File: src/rtl/io_pkg.sv
// Shared I/O definitions: device select codes and load/store size codes
// used by both the input and output buffers.
package io_pkg;

  localparam logic [3:0] IO_DEV_SW   = 4'h0;
  localparam logic [3:0] IO_DEV_BTN  = 4'h1;
  localparam logic [3:0] IO_DEV_EDGE = 4'h2;

  typedef enum logic [2:0] {
    F3_LB  = 3'b000,
    F3_LH  = 3'b001,
    F3_LW  = 3'b010,
    F3_LBU = 3'b100,
    F3_LHU = 3'b101
  } ld_funct3_e;

  localparam logic [2:0] F3_SW = 3'b010;

endpackage

File: src/rtl/io_debounce.sv
// One push button: polarity fix, 2-FF synchroniser and optional debounce.
// Define INPUT_BUFFER_DEBOUNCE_EN to enable the stable-sample counter.
module io_debounce
  import io_pkg::*;
#(
  parameter int DEBOUNCE_CYCLES = 50000,
  parameter bit BTN_ACTIVE_LOW  = 1'b1
) (
  input  logic i_clk,
  input  logic i_reset,
  input  logic i_btn_raw,
  output logic o_stable,
  output logic o_rise
);

  logic w_level;
  logic r_sync1;
  logic r_sync2;
  logic r_stable;

  if (DEBOUNCE_CYCLES < 2) begin : g_bad_debounce
    $error("DEBOUNCE_CYCLES must be at least 2");
  end

  assign w_level = BTN_ACTIVE_LOW ? ~i_btn_raw : i_btn_raw;

  always_ff @(posedge i_clk or negedge i_reset) begin
    if (!i_reset) begin
      r_sync1 <= 1'b0;
      r_sync2 <= 1'b0;
    end else begin
      r_sync1 <= w_level;
      r_sync2 <= r_sync1;
    end
  end

`ifdef INPUT_BUFFER_DEBOUNCE_EN
  localparam int CW = (DEBOUNCE_CYCLES > 2) ? $clog2(DEBOUNCE_CYCLES) : 1;
  localparam logic [CW-1:0] CNT_LAST = CW'(DEBOUNCE_CYCLES - 1);

  logic [CW-1:0] r_cnt;
  logic          w_accept;

  assign w_accept = (r_sync2 != r_stable) && (r_cnt == CNT_LAST);

  // Any sample that agrees with the accepted level restarts the count.
  always_ff @(posedge i_clk or negedge i_reset) begin
    if (!i_reset) begin
      r_cnt    <= '0;
      r_stable <= 1'b0;
    end else if (r_sync2 == r_stable) begin
      r_cnt <= '0;
    end else if (w_accept) begin
      r_cnt    <= '0;
      r_stable <= r_sync2;
    end else begin
      r_cnt <= r_cnt + 1'b1;
    end
  end

  assign o_rise = w_accept && r_sync2;
`else
  always_ff @(posedge i_clk or negedge i_reset) begin
    if (!i_reset) begin
      r_stable <= 1'b0;
    end else begin
      r_stable <= r_sync2;
    end
  end

  assign o_rise = r_sync2 && !r_stable;
`endif

  assign o_stable = r_stable;

endmodule

File: src/rtl/input_buffer.sv
// Memory-mapped input device: switches, debounced buttons and press capture.
// Define INPUT_BUFFER_DEBOUNCE_EN to enable per-button debounce counters.
module input_buffer
  import io_pkg::*;
#(
  parameter int DEBOUNCE_CYCLES = 50000,
  parameter bit BTN_ACTIVE_LOW  = 1'b1
) (
  input  logic        i_clk,
  input  logic        i_reset,
  input  logic [31:0] i_io_sw,
  input  logic [3:0]  i_io_btn,
  input  logic [31:0] i_io_addr,
  input  logic [2:0]  i_funct3,
  input  logic [31:0] i_st_data,
  input  logic        f_io_rden,
  input  logic        f_io_wren,
  output logic [31:0] o_ld_data
);

  logic [31:0] r_sw_sync1;
  logic [31:0] r_sw_sync2;
  logic [3:0]  w_btn_stable;
  logic [3:0]  w_btn_rise;
  logic [3:0]  w_edge_clr;
  logic [3:0]  r_edge_cap;
  logic [3:0]  w_dev;
  logic [31:0] w_src;
  logic [7:0]  w_byte;
  logic [15:0] w_half;
  logic        w_unused;

  assign w_dev    = i_io_addr[15:12];
  assign w_unused = ^{i_io_addr[31:16], i_io_addr[11:2], i_st_data[31:4]};

  always_ff @(posedge i_clk or negedge i_reset) begin
    if (!i_reset) begin
      r_sw_sync1 <= '0;
      r_sw_sync2 <= '0;
    end else begin
      r_sw_sync1 <= i_io_sw;
      r_sw_sync2 <= r_sw_sync1;
    end
  end

  for (genvar gi = 0; gi < 4; gi++) begin : g_btn
    io_debounce #(
      .DEBOUNCE_CYCLES(DEBOUNCE_CYCLES),
      .BTN_ACTIVE_LOW (BTN_ACTIVE_LOW)
    ) u_debounce (
      .i_clk    (i_clk),
      .i_reset  (i_reset),
      .i_btn_raw(i_io_btn[gi]),
      .o_stable (w_btn_stable[gi]),
      .o_rise   (w_btn_rise[gi])
    );
  end

  assign w_edge_clr = (f_io_wren && (w_dev == IO_DEV_EDGE) && (i_funct3 == F3_SW))
                      ? i_st_data[3:0] : 4'b0000;

  // Set is applied after clear so a press landing with a clear is kept.
  always_ff @(posedge i_clk or negedge i_reset) begin
    if (!i_reset) begin
      r_edge_cap <= '0;
    end else begin
      r_edge_cap <= (r_edge_cap & ~w_edge_clr) | w_btn_rise;
    end
  end

  always_comb begin
    w_src = '0;
    case (w_dev)
      IO_DEV_SW:   w_src = r_sw_sync2;
      IO_DEV_BTN:  w_src = {28'b0, w_btn_stable};
      IO_DEV_EDGE: w_src = {28'b0, r_edge_cap};
      default:     w_src = '0;
    endcase
  end

  always_comb begin
    w_byte = w_src[7:0];
    case (i_io_addr[1:0])
      2'd0:    w_byte = w_src[7:0];
      2'd1:    w_byte = w_src[15:8];
      2'd2:    w_byte = w_src[23:16];
      default: w_byte = w_src[31:24];
    endcase
    w_half = i_io_addr[1] ? w_src[31:16] : w_src[15:0];
  end

  always_comb begin
    o_ld_data = '0;
    if (f_io_rden) begin
      case (i_funct3)
        F3_LB:   o_ld_data = {{24{w_byte[7]}}, w_byte};
        F3_LH:   o_ld_data = {{16{w_half[15]}}, w_half};
        F3_LW:   o_ld_data = w_src;
        F3_LBU:  o_ld_data = {24'b0, w_byte};
        F3_LHU:  o_ld_data = {16'b0, w_half};
        default: o_ld_data = '0;
      endcase
    end
  end

endmodule

File: config.mk
export PLATFORM = sky130hd
export DESIGN_NAME = input_buffer
export DESIGN_NICKNAME = d
export VERILOG_FILES = /design/src/rtl/io_pkg.sv /design/src/rtl/io_debounce.sv /design/src/rtl/input_buffer.sv
export SDC_FILE = /design/constraint.sdc
export NUM_CORES = 1
export LEC_CHECK = 0
export ABC_AREA = 1
export BUFFER_PORTS_ARGS = -buffer_cell sky130_fd_sc_hd__buf_2
export CAP_MARGIN = 20
export CORE_MARGIN = 4
export CORE_UTILIZATION = 35
export DETAILED_ROUTE_END_ITERATION = 10
export GPL_TIMING_DRIVEN = 1
export HOLD_SLACK_MARGIN = 0.06
export PLACE_DENSITY = 0.65
export SETUP_SLACK_MARGIN = 0.15
export SYNTH_ARGS = -nofsm -noshare
export SYNTH_HDL_FRONTEND = slang
export SYNTH_SLANG_ARGS = --single-unit
export TNS_END_PERCENT = 20
File: constraint.sdc
create_clock -name i_clk -period 1.1 [get_ports i_clk]
set_clock_uncertainty 0.05 [all_clocks]
set_input_delay 0.11 -clock i_clk [delete_from_list [all_inputs] [get_ports i_clk]]
set_output_delay 0.11 -clock i_clk [all_outputs]
set_load 0.005 [all_outputs]
# Word-level counts from Yosys, hierarchy flattened
# Index checks and enable logic that the tools add are counted.
# op_classes
eq_ne	8
mux	6
bitwise_logic	7
n_reduce_logical	13
# ops
cell	count
one-hot mux 32 bit (5 select lines)	1
one-hot mux 32 bit (3 select lines)	1
2-to-1 mux 32 bit	1
one-hot mux 8 bit (3 select lines)	1
2-to-1 mux 16 bit	1
equality test 3 bit, second input constant	2
logical AND 1 bit	6
bitwise AND 4 bit	1
equality test 4 x 1 -> 1 bit, second input constant	1
equality test 4 x 2 -> 1 bit, second input constant	1
zero test 1 bit	4
zero test 4 bit	1
2-to-1 mux 4 bit	1
NOT 1 bit	4
NOT 4 bit	1
bitwise OR 4 bit	1
equality test 3 x 1 -> 1 bit, second input constant	1
equality test 3 x 2 -> 1 bit, second input constant	1
zero test 3 bit	1
equality test 2 x 1 -> 1 bit, second input constant	1
equality test 2 bit, second input constant	1
zero test 2 bit	1
# word_totals
ff_bits	80
inputBits	107
wordCells	49

# Longest topological paths before layout
# Gate-level depths: netlist of run 1.
# logic_depth
depth_word	7
ltp_mapped	8
ltp_nobuf	8

# By module
# Synthesis of run 1 repeated with hierarchy kept, for this count alone.
# hier_totals
cells_unflattened	379
area_unflattened_um2	3453.3
# by_module_without_submodules
module	n_inst	cells_per_inst	area_each_um2
input_buffer	1	355	3098.0
io_debounce	4	6	88.8

# Worst setup path before layout of run 1
# Ideal clock, no wire load.
# synth_path
path_type	input to output
startpoint	input port i_io_addr[0]
endpoint	output port o_ld_data[11]
arrival_ns	1.052
path_slack_ns	-0.112
stages	8
path_buffers	2
cell_sequence	buf_4 -> inv_1 -> nor2_1 -> nand4_1 -> nand4_2 -> nand2_2 -> buf_6 -> a21oi_1
# synth_via
elab_chain_len	4
# synth_rtl
item	line	source
start, declared	input_buffer.sv:13	input logic [31:0] i_io_addr,
equality test 2 bit (tied with other cells)	input_buffer.sv:83	case (i_io_addr[1:0])
one-hot mux 8 bit (3 select lines) *	input_buffer.sv:83	
one-hot mux 32 bit (5 select lines) *	input_buffer.sv:95	case (i_funct3)
2-to-1 mux 32 bit *	input_buffer.sv:94	if (f_io_rden) begin
end, declared	input_buffer.sv:18	output logic [31:0] o_ld_data
# Mark *: on every way between the ends. The rest lies on a longest branch, timed or not.

# Final worst setup path of run 1
# layout_path
startpoint	register r_sw_sync2[31]
endpoint	output port o_ld_data[8]
# layout_via
elab_chain_len	4
# layout_rtl
item	line	source
start, declared	input_buffer.sv:22	logic [31:0] r_sw_sync2;
start signal, assigned	input_buffer.sv:42	r_sw_sync2 <= r_sw_sync1;
one-hot mux 32 bit (3 select lines)	input_buffer.sv:73	case (w_dev)
one-hot mux 8 bit (3 select lines)	input_buffer.sv:83	
one-hot mux 32 bit (5 select lines)	input_buffer.sv:95	
2-to-1 mux 32 bit	input_buffer.sv:94	
# Every way passes these cells.

==> results of run 1 <==
==> routing by layer <==
layer | vias to the layer above | track usage | wire length [microns]
li1 | 1559 | - | -
met1 | 1512 | 0.226 | 4130
met2 | 105 | 0.266 | 4430
met3 | 5 | 0.0295 | 529
met4 | 0 | 0.0438 | 83
met5 | - | 0 | 0
==> metrics by stage <==
step	area, sq um	utilization	setup TNS, ns	hold WS (ns)	power, mW
6_report	5220	0.554	-16.80	0.116	6.50
2_1_floorplan	3480	-	-1.36	-0.236	3.44
3_5_place_dp	4350	0.462	-14.90	-0.0730	3.81
4_1_cts	5060	0.537	-17.34	0.0880	6.56
5_1_grt	5220	0.554	-19.67	0.122	6.80
3_3_place_gp	4350	0.462	-13.66	-0.0729	3.80
==> what timing repair did <==
action,in CTS,in global routing
resized for setup,11,27
setup buffers,1,2
hold buffers,41,0
pin swaps,4,8
endpoints found under the hold margin,120,0
cloned,0,2
endpoints found under the setup margin,36,36
==> Yosys cell counts <==
| library cell | count | area share |
|---|---|---|
| inv_1 | 19 | 0.021 |
| inv_2 | 3 | 0.0033 |
| a22oi_1 | 3 | 0.0066 |
| nor2_1 | 30 | 0.033 |
| o21ai_0 | 9 | 0.013 |
| nor2_2 | 3 | 0.0055 |
| nand4_2 | 1 | 0.0036 |
| nor2_4 | 2 | 0.0066 |
| a21oi_2 | 14 | 0.036 |
| clkbuf_1 | 4 | 0.0044 |
| dfrtp_1 | 80 | 0.58 |
| a31oi_1 | 2 | 0.0036 |
| nand3_2 | 2 | 0.0058 |
| buf_2 | 4 | 0.0058 |
| a21boi_1 | 1 | 0.0022 |
| clkinv_4 | 1 | 0.0025 |
| buf_4 | 4 | 0.0087 |
| clkinv_1 | 1 | 0.0011 |
| a22o_1 | 1 | 0.0025 |
| a21boi_0 | 2 | 0.0044 |
| nand2_2 | 3 | 0.0055 |
| o211ai_1 | 2 | 0.0044 |
| buf_6 | 4 | 0.013 |
| o21a_1 | 2 | 0.0044 |
| nand4_1 | 12 | 0.022 |
| nand2_4 | 2 | 0.0066 |
| nor3_1 | 4 | 0.0058 |
| a21oi_1 | 38 | 0.055 |
| nand2_1 | 75 | 0.082 |
| nand3_1 | 34 | 0.050 |
==> worst max path at each step <==
stage | start | to | slack, ns | cells past startpoint
2_1_floorplan | i_io_addr[13] | o_ld_data[11] | -0.06 | 8
3_5_place_dp | i_io_addr[15] | o_ld_data[31] | -0.48 | 10
3_3_place_gp | i_io_addr[13] | o_ld_data[2] | -0.49 | 10
6_report | r_sw_sync2[31] | o_ld_data[8] | -0.59 | 6
5_1_grt | r_sw_sync2[31] | o_ld_data[10] | -0.66 | 6
4_1_cts | r_sw_sync2[15] | o_ld_data[9] | -0.59 | 6
==> report_power, final <==
group          internal (mW)  switching [mW]
registers               3.08          0.0649
clock network           1.58            1.02
logic                  0.367           0.389
total                   5.03            1.47
==> kinds of logic after synthesis <==
kind of cell | Yosys count | share of synthesized area
simple gates | 168 | 0.225
buf+inv | 40 | 0.0597
flops | 80 | 0.583
compound gates | 74 | 0.132
==> sequential cells by signal, summed over array words and instances (netlist names) <==
signal,cells
r_sw_sync1,32
r_sw_sync2,32
g_btn.u_debounce.o_stable,4
g_btn.u_debounce.r_sync1,4
g_btn.u_debounce.r_sync2,4
r_edge_cap,4
==> area by class of cell <==
class	instances	area share
clock buffers	10	0.0264
clock inverters	6	0.0221
inverters	24	0.0182
multi-input cells	243	0.270
flip-flops and latches	80	0.384
well taps	129	0.0309
repair buffers	178	0.249
==> layout by cell type (no fill, tap or decap), types with 4 or more instances in the layout <==
cell type | netlist | layout
nand4_1 | 12 | 12
nand2_1 | 75 | 73
o21ai_0 | 9 | 8
nand3_1 | 34 | 32
inv_1 | 19 | 17
inv_2 | 3 | 5
a21oi_1 | 38 | 14
nor2_1 | 30 | 28
nand2_4 | 2 | 4
nor2_2 | 3 | 4
buf_4 | 4 | 47
dlygate4sd3_1 | 0 | 41
nor3_1 | 4 | 4
clkbuf_8 | 0 | 10
buf_2 | 4 | 83
dfrtp_1 | 80 | 80
a21oi_2 | 14 | 35
==> results.sh, run 1 <==
export IMPL_vdd_drop_max_v=0.00118
export IMPL_synth_cell_types=30
export IMPL_io_pins=139
export IMPL_slew_headroom=0.803
export IMPL_r2r_cells=2
export IMPL_core_area_sq_um=9420
export IMPL_max_stage_delay_ns=0.40
export IMPL_grt_pass1_wl_microns=14900
export IMPL_area_growth_pct=51.9
export IMPL_syn_nets=469
export IMPL_die_h_microns=107
export IMPL_diodes=0
export IMPL_vias=3181
export IMPL_violations="setup timing"
export IMPL_period_minus_slack_ns=1.69
export IMPL_hold_viol=0
export IMPL_die_width_microns=107
export IMPL_route_detailed_drc=0
export IMPL_final_antenna_net_count=0
export IMPL_drv_cap=0
export IMPL_wl_per_cell_microns=13.7
export IMPL_crit_chain="nand4_1 > nand4_2 > nand2_4 > clkbuf_16 > a21oi_1 > buf_2"
export IMPL_rr_startpoint="g_btn[0].u_debounce.o_stable"
export IMPL_required_ns=0.94
export IMPL_register_area_sq_um=2000
export IMPL_crit_path_end_kind="output pin"
export IMPL_crit_family="flip-flops"
export IMPL_crit_type="reg -> out"
export IMPL_clockBufferDepth=2
export IMPL_synth_seq_cells=80
export IMPL_drive_gt1_frac=0.405
export IMPL_port_buffers=84
export IMPL_worst_pin_slew_ns=0.295
export IMPL_drv_slew=0
export IMPL_syn_instance_count=362
export IMPL_grt_max_degree=33
export IMPL_fmax_mhz=593
export IMPL_slowest_stage="dfrtp_1"
export IMPL_dp_cells=608
export IMPL_root_buffer="clkbuf_8"
export IMPL_place_ws_ns=-0.476
export IMPL_num_nets_final=643
export IMPL_cts_inserted_buffers=9
export IMPL_clock_sinks=80
export IMPL_dr_pass1_iters=5
export IMPL_drt_wl_total_microns=9170
export IMPL_clock_latency_ns=0.34
export IMPL_syn_mean_instance_area_sq_um=9.49
export IMPL_p_leak_nw=2.47
export IMPL_antenna_found_initial=0
export IMPL_p_per_area_nw_per_um2=1240
export IMPL_track_usage=0.164
export IMPL_path_max_fanout=10
export IMPL_hpwl_microns=6920
export IMPL_timing_final_crit_share=1.53
export IMPL_synthesis_area_sq_um=3440
export IMPL_grt_pass1_vias=3119
export IMPL_gp_congestion=0.904
export IMPL_crit_arrival_ns=1.53
export IMPL_multiInputGateArea_sq_um=1410
export IMPL_grt_ovfl_total=0
export IMPL_final_cells=670
export IMPL_dieArea_sq_um=11500
export IMPL_viasPerCell=4.75
export IMPL_r2r_slack_ns=0.33
export IMPL_rsz0062_at_grt="true"
export IMPL_outcome="finished with violations"
export IMPL_final_setup_viol_count=32
export IMPL_nFillCells=846
export IMPL_cp_num_buf_inv=2
export IMPL_path_clk_slew_ns=0.08
export IMPL_cts_tree="built"
export IMPL_worst_r2r_endpoint="r_edge_cap[0]"
export IMPL_ys_seq_area_frac=0.583
export IMPL_h_tree_depth=3
export IMPL_min_path_type="in -> async"
export IMPL_setup_slack_ns=-0.586
export IMPL_initial_utilization=0.365
export IMPL_yosys_warnings=0
export IMPL_num_rows=35
export IMPL_start_kind="flop"
export IMPL_drtIter0Drc=204
No activity file was read; power rests on OpenSTA's default activity.
==> inputs of run 2 (changes only) <==
CORE_MARGIN = 8   (was 4)
==> run 2 against run 1 <==
  * The run still ends with setup timing left
  * Cell count grew 1.2%
  * Count of clock-buffer cells in the layout is the same
  * Worst hold slack gained 0.011 ns
  * Worst setup slack gained 0.0029 ns
  * Critical path depth is the same
  * Routed wire length grew 6.8%
  * Global-route usage shrank 1.0 points
  * Critical endpoint is now o_ld_data[24]
  * Highest routed layer unchanged
==> results.sh, run 2 (synthesized netlist as in run 1, its figures left out) <==
export IMPL_port_buffers=84
export IMPL_top_regs="r_sw_sync1 x32, r_sw_sync2 x32"
export IMPL_route_detailed_drc=0
export IMPL_clockBufferDepth=2
export IMPL_rsz0062_at_grt="true"
export IMPL_cts_inserted_buffers=9
export IMPL_holdWs_ns=0.127
export IMPL_worst_r2r_endpoint="r_edge_cap[0]"
export IMPL_fin_total_pwr_mw=6.26
export IMPL_layout_commonest_cell="buf_2"
export IMPL_fmax_mhz=594
export IMPL_track_usage=0.153
export IMPL_drtIter0Drc=136
export IMPL_gp_congestion=0.860
export IMPL_p_leak_nw=2.49
export IMPL_area_growth_pct=53.8
export IMPL_clock_sinks=80
export IMPL_path_clk_slew_ns=0.08
export IMPL_crit_chain="buf_4 > nand3_4 > nand2_4 > a21oi_4 > a21oi_2 > buf_2"
export IMPL_crit_path_end_kind="output pin"
export IMPL_cp_num_buf_inv=2
export IMPL_core_area_sq_um=9640
export IMPL_period_minus_slack_ns=1.68
export IMPL_die_width_microns=115
export IMPL_root_buffer="clkbuf_8"
export IMPL_diodes=0
export IMPL_clock_latency_ns=0.34
export IMPL_drv_slew=0
export IMPL_io_pins=139
export IMPL_die_h_microns=115
export IMPL_h_tree_depth=3
export IMPL_start_kind="flop"
export IMPL_register_area_sq_um=2000
export IMPL_hold_viol=0
export IMPL_violations="setup timing"
export IMPL_critPathCapture="o_ld_data[24]"
export IMPL_num_rows=36
export IMPL_worst_path_stages=6
export IMPL_rr_startpoint="g_btn[0].u_debounce.o_stable"
export IMPL_wl_per_cell_microns=14.5
export IMPL_multiInputGateArea_sq_um=1480
export IMPL_worstSetupStartpoint="r_sw_sync2[15]"
export IMPL_dpl_instance_area_sq_um=4390
export IMPL_required_ns=0.94
export IMPL_drv_cap=0
export IMPL_viasPerCell=4.64
export IMPL_num_nets_final=647
export IMPL_slowest_stage="dfrtp_1"
export IMPL_grt_max_degree=39
export IMPL_hpwl_microns=7350
export IMPL_final_cell_mix="buf_2 (83), dfrtp_1 (80), nand2_1 (73)"
export IMPL_worst_pin_slew_ns=0.321
export IMPL_setup_slack_ns=-0.583
export IMPL_vdd_drop_max_v=0.000947
export IMPL_antenna_found_initial=0
export IMPL_drt_wl_total_microns=9800
export IMPL_cts_tree="built"
export IMPL_crit_arrival_ns=1.52
export IMPL_grt_pass1_wl_microns=15800
export IMPL_vias=3148
export IMPL_max_stage_delay_ns=0.41
export IMPL_crit_family="flip-flops"
export IMPL_place_ws_ns=-0.481
export IMPL_timing_final_crit_share=1.53
export IMPL_crit_type="reg -> out"
export IMPL_r2r_slack_ns=0.33
export IMPL_outcome="finished with violations"
export IMPL_grt_pass1_vias=3245
export IMPL_slew_headroom=0.786
export IMPL_p_per_area_nw_per_um2=1180
export IMPL_dieArea_sq_um=13200
export IMPL_dr_pass1_iters=4
export IMPL_path_max_fanout=4
export IMPL_min_path_type="in -> async"
export IMPL_initial_utilization=0.356
export IMPL_drive_gt1_frac=0.426
export IMPL_r2r_cells=2
export IMPL_final_antenna_net_count=0
export IMPL_nFillCells=887
export IMPL_fin_area_sq_um=5290
export IMPL_final_setup_viol_count=32
export IMPL_grt_ovfl_total=0
-- run 2: cell count changes in the layout (fill, tap and decap cells not counted), moves of 2 or more --
| cell | before | now |
|---|---|---|
| a21oi_1 | 14 | 8 |
| a21oi_2 | 35 | 41 |
| buf_4 | 47 | 51 |
| buf_6 | 3 | 1 |
| nand3_1 | 32 | 29 |
| nand3_2 | 3 | 6 |
-- run 2: what timing repair did --
action	CTS	global route
endpoints found under the setup margin	36	36
gates cloned	2	1
pin swaps	5	12
gates resized for setup	14	36
setup buffers	2	1
hold buffers	41	0
hold endpoints to repair	120	0
-- run 2: power by group --
| group | internal (mW) | switching (mW) |
|---|---|---|
| logic | 0.378 | 0.402 |
| registers | 3.08 | 0.0684 |
| clock network | 1.29 | 1.03 |
| total | 4.75 | 1.50 |
-- run 2: final cells by class --
| cell class | instances | area share |
|---|---|---|
| Multi-Input combinational cell | 244 | 0.280 |
| Clock inverter | 6 | 0.0173 |
| Inverter | 24 | 0.0180 |
| Sequential cell | 80 | 0.379 |
| Timing Repair Buffer | 181 | 0.251 |
| Tap cell | 133 | 0.0315 |
| Clock buffer | 10 | 0.0241 |
-- run 2: how the worst min path moves through the flow --
stage	startpoint	endpoint	slack [ns]	cells after the start
2_1_floorplan	i_reset	g_btn[0].u_debounce.o_stable	-0.24	0
3_3_place_gp	i_reset	g_btn[3].u_debounce.r_sync1	-0.04	1
3_5_place_dp	i_reset	g_btn[1].u_debounce.r_sync2	-0.04	1
4_1_cts	i_reset	g_btn[3].u_debounce.r_sync1	0.12	2
5_1_grt	i_reset	g_btn[3].u_debounce.r_sync1	0.14	2
6_report	i_reset	g_btn[3].u_debounce.r_sync1	0.13	2
-- run 2: routing by layer --
metal	routed length (microns)	part of all wire	global-route usage	up-vias
met4	130	0.013	0.0534	0
li1	-	-	-	1563
met3	685	0.070	0.0410	9
met2	4590	0.47	0.244	100
met5	0	0	0	-
met1	4400	0.45	0.196	1476
-- run 2: through the flow --
step | utilization | TNS [ns] | instances
detailed placement | 0.455 | -14.96 | 615
global placement | 0.455 | -13.26 | 615
floorplan | - | -1.36 | 362
CTS | 0.528 | -17.39 | 676
finish | 0.548 | -16.82 | 678
global route | 0.548 | -19.97 | 678
